## src/rtl/dmem_arb_pkg.sv

```systemverilog
// Shared definitions for the data-memory arbiter.
//   - FSM state encodings (ST_IDLE, ST_ACCESS)
//   - grant id encodings (GNT_CORE, GNT_LOAD)
//   - addr_err(): alignment / range check applied when a request is captured
package dmem_arb_pkg;

    localparam logic ST_IDLE   = 1'b0;
    localparam logic ST_ACCESS = 1'b1;

    localparam logic GNT_CORE = 1'b0;
    localparam logic GNT_LOAD = 1'b1;

    // Rejects byte addresses that are not word aligned or that fall beyond the
    // 2^mem_aw words of memory.
    function automatic logic addr_err(input logic [31:0] addr, input int unsigned mem_aw);
        logic [31:0] hi_mask;
        hi_mask  = ~((32'd1 << (mem_aw + 32'd2)) - 32'd1);
        addr_err = (addr[1:0] != 2'b00) || ((addr & hi_mask) != 32'd0);
    endfunction

endpackage

```

## src/rtl/dmem_arbiter_if.sv

```systemverilog
// Bus bundle between the two requesters, the arbiter and the data memory.
//   master modport: requester/memory side (drives requests and mem_rdat)
//   slave modport : arbiter side (drives ready, responses and memory controls)
interface dmem_arbiter_if #(
    parameter int unsigned DATA_W = 32,
    parameter int unsigned MEM_AW = 6
) ();

    logic              c_req_valid;
    logic              c_req_ready;
    logic              c_req_we;
    logic [31:0]       c_req_addr;
    logic [DATA_W-1:0] c_req_wdata;
    logic              c_rsp_valid;
    logic [DATA_W-1:0] c_rsp_rdata;
    logic              c_rsp_err;

    logic              l_req_valid;
    logic              l_req_ready;
    logic              l_req_we;
    logic [31:0]       l_req_addr;
    logic [DATA_W-1:0] l_req_wdata;
    logic              l_rsp_valid;
    logic [DATA_W-1:0] l_rsp_rdata;
    logic              l_rsp_err;

    logic [MEM_AW-1:0] mem_addr;
    logic [DATA_W-1:0] mem_wdat;
    logic              mem_wen;
    logic [DATA_W-1:0] mem_rdat;

    modport master (
        output c_req_valid, c_req_we, c_req_addr, c_req_wdata,
        input  c_req_ready, c_rsp_valid, c_rsp_rdata, c_rsp_err,
        output l_req_valid, l_req_we, l_req_addr, l_req_wdata,
        input  l_req_ready, l_rsp_valid, l_rsp_rdata, l_rsp_err,
        input  mem_addr, mem_wdat, mem_wen,
        output mem_rdat
    );

    modport slave (
        input  c_req_valid, c_req_we, c_req_addr, c_req_wdata,
        output c_req_ready, c_rsp_valid, c_rsp_rdata, c_rsp_err,
        input  l_req_valid, l_req_we, l_req_addr, l_req_wdata,
        output l_req_ready, l_rsp_valid, l_rsp_rdata, l_rsp_err,
        output mem_addr, mem_wdat, mem_wen,
        input  mem_rdat
    );

endinterface

```

## src/rtl/rr_pick2.sv

```systemverilog
// Two-input round-robin picker, purely combinational.
//   req        in  2  pending requests, bit 0 = core, bit 1 = loader
//   last_grant in  1  id of the most recent grant (GNT_CORE / GNT_LOAD)
//   gnt        out 2  one-hot grant, same bit order as req; 0 when idle
module rr_pick2
    import dmem_arb_pkg::*;
(
    input  logic [1:0] req,
    input  logic       last_grant,
    output logic [1:0] gnt
);

    always_comb begin
        gnt = 2'b00;
        unique case (req)
            2'b01:   gnt = 2'b01;
            2'b10:   gnt = 2'b10;
            // Contested: the port that did not win last time goes first.
            2'b11:   gnt = (last_grant == GNT_LOAD) ? 2'b01 : 2'b10;
            default: gnt = 2'b00;
        endcase
    end

endmodule

```

## src/rtl/dmem_arbiter.sv

```systemverilog
// Shares a single-port data memory between the core load/store path and a
// loader/debug port. One transaction at a time: accept in IDLE, drive memory
// for one cycle in ACCESS, registered response the cycle after.
//   clk   in  clock, rising edge
//   rst_n in  asynchronous active-low reset
//   bus   slave modport of dmem_arbiter_if (requests, responses, memory)
module dmem_arbiter
    import dmem_arb_pkg::*;
#(
    parameter int unsigned DATA_W = 32,
    parameter int unsigned MEM_AW = 6
) (
    input  logic           clk,
    input  logic           rst_n,
    dmem_arbiter_if.slave  bus
);

    logic              state_q;
    logic              last_grant_q;
    logic              we_q;
    logic              err_q;
    logic [MEM_AW-1:0] word_q;
    logic [DATA_W-1:0] wdata_q;

    logic              c_rsp_valid_q, l_rsp_valid_q;
    logic              c_rsp_err_q,   l_rsp_err_q;
    logic [DATA_W-1:0] c_rsp_rdata_q, l_rsp_rdata_q;

    logic [1:0]        req;
    logic [1:0]        gnt;
    logic              accept;
    logic              sel_we;
    logic [31:0]       sel_addr;
    logic [DATA_W-1:0] sel_wdata;
    logic [DATA_W-1:0] rsp_rdata;

    assign req = {bus.l_req_valid, bus.c_req_valid};

    rr_pick2 u_pick (
        .req        (req),
        .last_grant (last_grant_q),
        .gnt        (gnt)
    );

    assign accept          = (state_q == ST_IDLE) && (req != 2'b00);
    assign bus.c_req_ready = accept & gnt[0];
    assign bus.l_req_ready = accept & gnt[1];

    always_comb begin
        if (gnt[1]) begin
            sel_we    = bus.l_req_we;
            sel_addr  = bus.l_req_addr;
            sel_wdata = bus.l_req_wdata;
        end else begin
            sel_we    = bus.c_req_we;
            sel_addr  = bus.c_req_addr;
            sel_wdata = bus.c_req_wdata;
        end
    end

    // Stores and rejected accesses return zero data.
    always_comb begin
        rsp_rdata = '0;
        if (!we_q && !err_q) begin
            rsp_rdata = bus.mem_rdat;
        end
    end

    // Built from registers only, so an asynchronous reset kills the write
    // strobe immediately.
    assign bus.mem_wen  = (state_q == ST_ACCESS) & we_q & ~err_q;
    assign bus.mem_addr = word_q;
    assign bus.mem_wdat = wdata_q;

    always_ff @(posedge clk or negedge rst_n) begin
        if (!rst_n) begin
            state_q       <= ST_IDLE;
            last_grant_q  <= GNT_LOAD;
            we_q          <= 1'b0;
            err_q         <= 1'b0;
            word_q        <= '0;
            wdata_q       <= '0;
            c_rsp_valid_q <= 1'b0;
            c_rsp_err_q   <= 1'b0;
            c_rsp_rdata_q <= '0;
            l_rsp_valid_q <= 1'b0;
            l_rsp_err_q   <= 1'b0;
            l_rsp_rdata_q <= '0;
        end else begin
            // Responses are single-cycle pulses; clear unless set below.
            c_rsp_valid_q <= 1'b0;
            c_rsp_err_q   <= 1'b0;
            c_rsp_rdata_q <= '0;
            l_rsp_valid_q <= 1'b0;
            l_rsp_err_q   <= 1'b0;
            l_rsp_rdata_q <= '0;
            if (state_q == ST_IDLE) begin
                if (accept) begin
                    state_q      <= ST_ACCESS;
                    // gnt[1] set means the loader won, which encodes as GNT_LOAD.
                    last_grant_q <= gnt[1];
                    we_q         <= sel_we;
                    err_q        <= addr_err(sel_addr, MEM_AW);
                    word_q       <= sel_addr[MEM_AW+1:2];
                    wdata_q      <= sel_wdata;
                end
            end else begin
                state_q <= ST_IDLE;
                // last_grant_q doubles as the id of the port being served.
                if (last_grant_q == GNT_LOAD) begin
                    l_rsp_valid_q <= 1'b1;
                    l_rsp_err_q   <= err_q;
                    l_rsp_rdata_q <= rsp_rdata;
                end else begin
                    c_rsp_valid_q <= 1'b1;
                    c_rsp_err_q   <= err_q;
                    c_rsp_rdata_q <= rsp_rdata;
                end
            end
        end
    end

    assign bus.c_rsp_valid = c_rsp_valid_q;
    assign bus.c_rsp_err   = c_rsp_err_q;
    assign bus.c_rsp_rdata = c_rsp_rdata_q;
    assign bus.l_rsp_valid = l_rsp_valid_q;
    assign bus.l_rsp_err   = l_rsp_err_q;
    assign bus.l_rsp_rdata = l_rsp_rdata_q;

endmodule

```

## src/flat_wrapper.sv

```systemverilog
// flat-port wrapper written by rule: the top's interface ports become plain ports
module dmem_arbiter_flat import dmem_arb_pkg::*;
#(
    parameter int unsigned DATA_W = 32,
    parameter int unsigned MEM_AW = 6
)
  (clk, rst_n, bus_c_req_valid, bus_c_req_we, bus_c_req_addr, bus_c_req_wdata, bus_c_req_ready, bus_c_rsp_valid, bus_c_rsp_rdata, bus_c_rsp_err, bus_l_req_valid, bus_l_req_we, bus_l_req_addr, bus_l_req_wdata, bus_l_req_ready, bus_l_rsp_valid, bus_l_rsp_rdata, bus_l_rsp_err, bus_mem_addr, bus_mem_wdat, bus_mem_wen, bus_mem_rdat);
  dmem_arbiter_if #(.DATA_W(DATA_W), .MEM_AW(MEM_AW)) bus_i ();
  input  logic clk;
  input  logic rst_n;
  input wire logic [$bits(bus_i.c_req_valid)-1:0] bus_c_req_valid;
  input wire logic [$bits(bus_i.c_req_we)-1:0] bus_c_req_we;
  input wire logic [$bits(bus_i.c_req_addr)-1:0] bus_c_req_addr;
  input wire logic [$bits(bus_i.c_req_wdata)-1:0] bus_c_req_wdata;
  output wire logic [$bits(bus_i.c_req_ready)-1:0] bus_c_req_ready;
  output wire logic [$bits(bus_i.c_rsp_valid)-1:0] bus_c_rsp_valid;
  output wire logic [$bits(bus_i.c_rsp_rdata)-1:0] bus_c_rsp_rdata;
  output wire logic [$bits(bus_i.c_rsp_err)-1:0] bus_c_rsp_err;
  input wire logic [$bits(bus_i.l_req_valid)-1:0] bus_l_req_valid;
  input wire logic [$bits(bus_i.l_req_we)-1:0] bus_l_req_we;
  input wire logic [$bits(bus_i.l_req_addr)-1:0] bus_l_req_addr;
  input wire logic [$bits(bus_i.l_req_wdata)-1:0] bus_l_req_wdata;
  output wire logic [$bits(bus_i.l_req_ready)-1:0] bus_l_req_ready;
  output wire logic [$bits(bus_i.l_rsp_valid)-1:0] bus_l_rsp_valid;
  output wire logic [$bits(bus_i.l_rsp_rdata)-1:0] bus_l_rsp_rdata;
  output wire logic [$bits(bus_i.l_rsp_err)-1:0] bus_l_rsp_err;
  output wire logic [$bits(bus_i.mem_addr)-1:0] bus_mem_addr;
  output wire logic [$bits(bus_i.mem_wdat)-1:0] bus_mem_wdat;
  output wire logic [$bits(bus_i.mem_wen)-1:0] bus_mem_wen;
  input wire logic [$bits(bus_i.mem_rdat)-1:0] bus_mem_rdat;
  assign bus_i.c_req_valid = bus_c_req_valid;
  assign bus_i.c_req_we = bus_c_req_we;
  assign bus_i.c_req_addr = bus_c_req_addr;
  assign bus_i.c_req_wdata = bus_c_req_wdata;
  assign bus_c_req_ready = bus_i.c_req_ready;
  assign bus_c_rsp_valid = bus_i.c_rsp_valid;
  assign bus_c_rsp_rdata = bus_i.c_rsp_rdata;
  assign bus_c_rsp_err = bus_i.c_rsp_err;
  assign bus_i.l_req_valid = bus_l_req_valid;
  assign bus_i.l_req_we = bus_l_req_we;
  assign bus_i.l_req_addr = bus_l_req_addr;
  assign bus_i.l_req_wdata = bus_l_req_wdata;
  assign bus_l_req_ready = bus_i.l_req_ready;
  assign bus_l_rsp_valid = bus_i.l_rsp_valid;
  assign bus_l_rsp_rdata = bus_i.l_rsp_rdata;
  assign bus_l_rsp_err = bus_i.l_rsp_err;
  assign bus_mem_addr = bus_i.mem_addr;
  assign bus_mem_wdat = bus_i.mem_wdat;
  assign bus_mem_wen = bus_i.mem_wen;
  assign bus_i.mem_rdat = bus_mem_rdat;
  dmem_arbiter #(.DATA_W(DATA_W), .MEM_AW(MEM_AW)) u_core (.clk(clk), .rst_n(rst_n), .bus(bus_i));
endmodule
```

## config.mk

```make
export PLATFORM = sky130hd
export DESIGN_NAME = dmem_arbiter_flat
export DESIGN_NICKNAME = d
export VERILOG_FILES = /design/src/rtl/dmem_arb_pkg.sv /design/src/rtl/dmem_arbiter_if.sv /design/src/rtl/rr_pick2.sv /design/src/rtl/dmem_arbiter.sv /design/src/flat_wrapper.sv
export SDC_FILE = /design/constraint.sdc
export NUM_CORES = 1
export LEC_CHECK = 0
export ABC_CLOCK_PERIOD_IN_PS = 3500
export CAP_MARGIN = 10
export CORE_MARGIN = 2
export CORE_UTILIZATION = 39
export CTS_CLUSTER_SIZE = 16
export DETAILED_ROUTE_END_ITERATION = 10
export PLACE_DENSITY = 0.88
export SYNTH_ARGS = -nofsm -noshare
export SYNTH_HDL_FRONTEND = slang
export SYNTH_HIERARCHICAL = 1
export SYNTH_SLANG_ARGS = --single-unit
```

## constraint.sdc

```tcl
create_clock -name clk -period 3.5 [get_ports clk]
set_clock_uncertainty 0.05 [all_clocks]
set_input_delay 0.7 -clock clk [delete_from_list [all_inputs] [get_ports clk]]
set_output_delay 0.7 -clock clk [all_outputs]
set_load 0.01 [all_outputs]
```

==> results.sh <==
export IMPL_hold_buffers=0
export IMPL_cts_buffers=9
export IMPL_hold_class="in2async"
export IMPL_gp_congestion=0.883
export IMPL_hold_viol_final=0
export IMPL_tightest_slew_ns=0.688
export IMPL_syn_nets=520
export IMPL_cp_end_kind="output port"
export IMPL_period_minus_slack_ns=3.17
export IMPL_critPathKind="in2out"
export IMPL_critPathArrivalTime_ns=2.42
export IMPL_row_count=38
export IMPL_synth_top_family_by_area="simple AND/OR/NAND/NOR gates"
export IMPL_htreeDepth=3
export IMPL_met3_usage_pct=6.21
export IMPL_required_ns=2.75
export IMPL_yosysWarningCount=6
export IMPL_cts_sinks=110
export IMPL_setup_viol=0
export IMPL_worst_setup_path_start_kind="primary input"
export IMPL_drt_iter0_drc=97
export IMPL_synth_distinct_cells=27
export IMPL_cts_resized=0
export IMPL_start_util_pct=39.5
export IMPL_routed_wl_um=12300
export IMPL_ant_nets=0
export IMPL_ys_ff_latch=110
export IMPL_hpwl_um=9590
export IMPL_crit_top_cell="clkdlybuf4s50_1"
export IMPL_critPathBufInv=3
export IMPL_vias=3561
export IMPL_first_pass_iters=4
export IMPL_crit_family="buffers and inverters"
export IMPL_path_clk_slew_ns=0.12
export IMPL_dp_worst_setup_slack_ns=0.325
export IMPL_cts_tree="built"
export IMPL_synthToLayoutAreaGrowth_pct=72.6
export IMPL_p_per_area_nw_per_um2=390
export IMPL_fin_ws_ns=0.328
export IMPL_finalCritPeriodShare_pct=90.6
export IMPL_grtUsageMet2_pct=35.4
export IMPL_status="complete, no violations"
export IMPL_fin_tns_setup_ns=0
export IMPL_clk_latency_ns=0.36
export IMPL_ir_worst_vdd_uv=220
export IMPL_drcViolationCount=0
export IMPL_yosysSeqAreaShare_pct=64.9
export IMPL_drv_slew=0
export IMPL_via_per_inst=4.63
export IMPL_slowest_stage="clkdlybuf4s50_1"
export IMPL_leakagePower_uw=0.00323
export IMPL_cp_cell_sequence="clkdlybuf4s50_1 -> nor2_1 -> or2_2 -> inv_1 -> and2_1 -> clkdlybuf4s50_1"
export IMPL_gr_total_overflow=0
export IMPL_final_area_um2=7330
export IMPL_final_nets=790
export IMPL_drt_wirelength_per_cell_um=16.0
export IMPL_synthMuxAreaShare_pct=9.20
export IMPL_critPathMaxStageDelay_ns=0.55
export IMPL_antenna_cells=0
export IMPL_synthCells=354
export IMPL_synth_xor_area_share_pct=0
export IMPL_io_pins=275
export IMPL_cts_root_buf="clkbuf_8"
export IMPL_drive_gt1_share_pct=4.45
export IMPL_grt_pass1_wl_um=18700
export IMPL_yosys_area_share_adder_pct=0
export IMPL_grt_max_degree=80
export IMPL_slew_headroom_pct=54.1
export IMPL_post_cts_repair_setup_buffers=0
export IMPL_track_usage_pct=21.0
export IMPL_met1_usage_pct=25.0
export IMPL_grt_setup_unrepaired="no"
export IMPL_top_usage_layer="met2"
export IMPL_antenna_found_initial=0
export IMPL_grt_pass1_vias=3690
export IMPL_fmax_ghz=0.315
export IMPL_drv_cap=0
export IMPL_synthSimpleGateAreaFrac_pct=17.7
export IMPL_synth_compound_area_share_pct=5.72
export IMPL_cts_max_path_buffers=2
export IMPL_io_buffers=274
export IMPL_syn_area_per_cell_um2=12.0
export IMPL_fp_dieArea_um2=11700
export IMPL_worstPathMaxFanout=5
export IMPL_die_width_um=108
export IMPL_fp_dieH_um=108
export IMPL_synth_area_um2=4250
export IMPL_placed_cell_area_um2=7120
export IMPL_core_area_um2=10700
## final cells by class
cell class | count | area [um2]
tap | 140 | 175
clock inverter | 7 | 78.8
fill | 796 | 3420
sequential | 110 | 2750
timing repair buffer | 279 | 2790
inverter | 2 | 7.51
multi-input combinational | 222 | 1400
clock buffer | 9 | 124
## per-layer routing
layer	wire length [um]	vias to the layer above	part of all wire, %
met2	5980	197	49
li1	-	1711	-
met4	379	0	3.1
met1	4720	1622	38
met5	0	-	0
met3	1210	31	9.8
## cell families after synthesis
group,count (synthesis)
buffers and inverters,22
AND/OR/NAND/NOR,137
AO/OA/AOI/OAI,46
multiplexers,39
flip-flops,110
## synth_stat cells
master / n / area share (%)
a31oi_1: 1 / 0.15
dfrtp_1: 109 / 64
buf_6: 2 / 0.53
nand3_1: 1 / 0.12
nor4b_1: 1 / 0.21
a221oi_1: 1 / 0.21
or2_2: 1 / 0.15
o21ai_0: 40 / 4.7
nor4_1: 8 / 1.2
and2_1: 68 / 10
mux2i_1: 39 / 9.2
nor2_1: 7 / 0.62
nor4_2: 1 / 0.29
a21oi_1: 1 / 0.12
and3_1: 1 / 0.15
dfstp_2: 1 / 0.62
a21boi_1: 1 / 0.18
nor3b_2: 2 / 0.59
inv_1: 2 / 0.18
a21o_1: 1 / 0.18
nand4_1: 2 / 0.29
nand2_1: 42 / 3.7
and2b_1: 1 / 0.18
buf_2: 6 / 0.71
a21boi_0: 1 / 0.18
nor3_1: 2 / 0.24
clkbuf_1: 12 / 1.1
## final timing paths
check	startpoint	to	slack (ns)	cells after the start
min in group clk	u_core/bus.mem_addr[1]$_DFFE_PN0P_	u_core/bus.mem_addr[1]$_DFFE_PN0P_	0.44	2
min	rst_n	u_core/bus.mem_wdat[5]$_DFFE_PN0P_	0.30	1
min reg2reg	u_core/bus.mem_addr[1]$_DFFE_PN0P_	u_core/bus.mem_addr[1]$_DFFE_PN0P_	0.44	2
max reg2reg	u_core/last_grant_q$_DFFE_PN1P_	u_core/err_q$_DFFE_PN0P_	1.63	5
max	bus_c_req_valid	bus_l_req_ready	0.33	6
max in group asynchronous	rst_n	u_core/last_grant_q$_DFFE_PN1P_	2.30	2
## power breakdown
group / internal, uW / leakage, uW / switching (uW)
Sequential: 1370 / 0.00145 / 61.4
Combinational: 407 / 0.00167 / 269
Clock: 282 / 0.000101 / 463
## cells in the final DEF (no fill, tap or decap), drive strengths merged, types with 4 or more instances in the layout
master / count
o21ai: 40
nand2: 42
dfrtp: 109
clkinv: 5
and2: 68
buf: 6
clkdlybuf4s50: 273
clkbuf: 9
nor4: 9
nor2: 7
mux2i: 39
inv: 4
## sequential cells by signal (all words and copies together), names as in the netlist
register / count
u_core/bus.c_rsp_err: 1
u_core/bus.c_rsp_rdata: 32
u_core/bus.c_rsp_valid: 1
u_core/bus.l_rsp_err: 1
u_core/bus.l_rsp_rdata: 32
u_core/bus.l_rsp_valid: 1
u_core/bus.mem_addr: 6
u_core/bus.mem_wdat: 32
u_core/err_q: 1
u_core/last_grant_q: 1
u_core/state_q: 1
u_core/we_q: 1
## stage by stage
stage / hold slack, ns / cells / utilization [%] / total power (uW)
2_1_floorplan: 0.354 / 354 / - / 1670
3_3_place_gp: 0.412 / 753 / 66.3 / 2120
3_5_place_dp: 0.420 / 753 / 66.3 / 2140
4_1_cts: 0.300 / 769 / 68.2 / 2890
5_1_grt: 0.325 / 769 / 68.2 / 3010
6_report: 0.300 / 769 / 68.2 / 2860
## worst reg2reg max path, stage by stage, from the launching register on
cell and delay [ns]:
dfstp_2 0.42, a21boi_4 0.25, buf_4 0.57, a21oi_1 0.10, a221oi_1 0.24, a31oi_1 0.12
No activity file was read; power rests on OpenSTA's default activity.
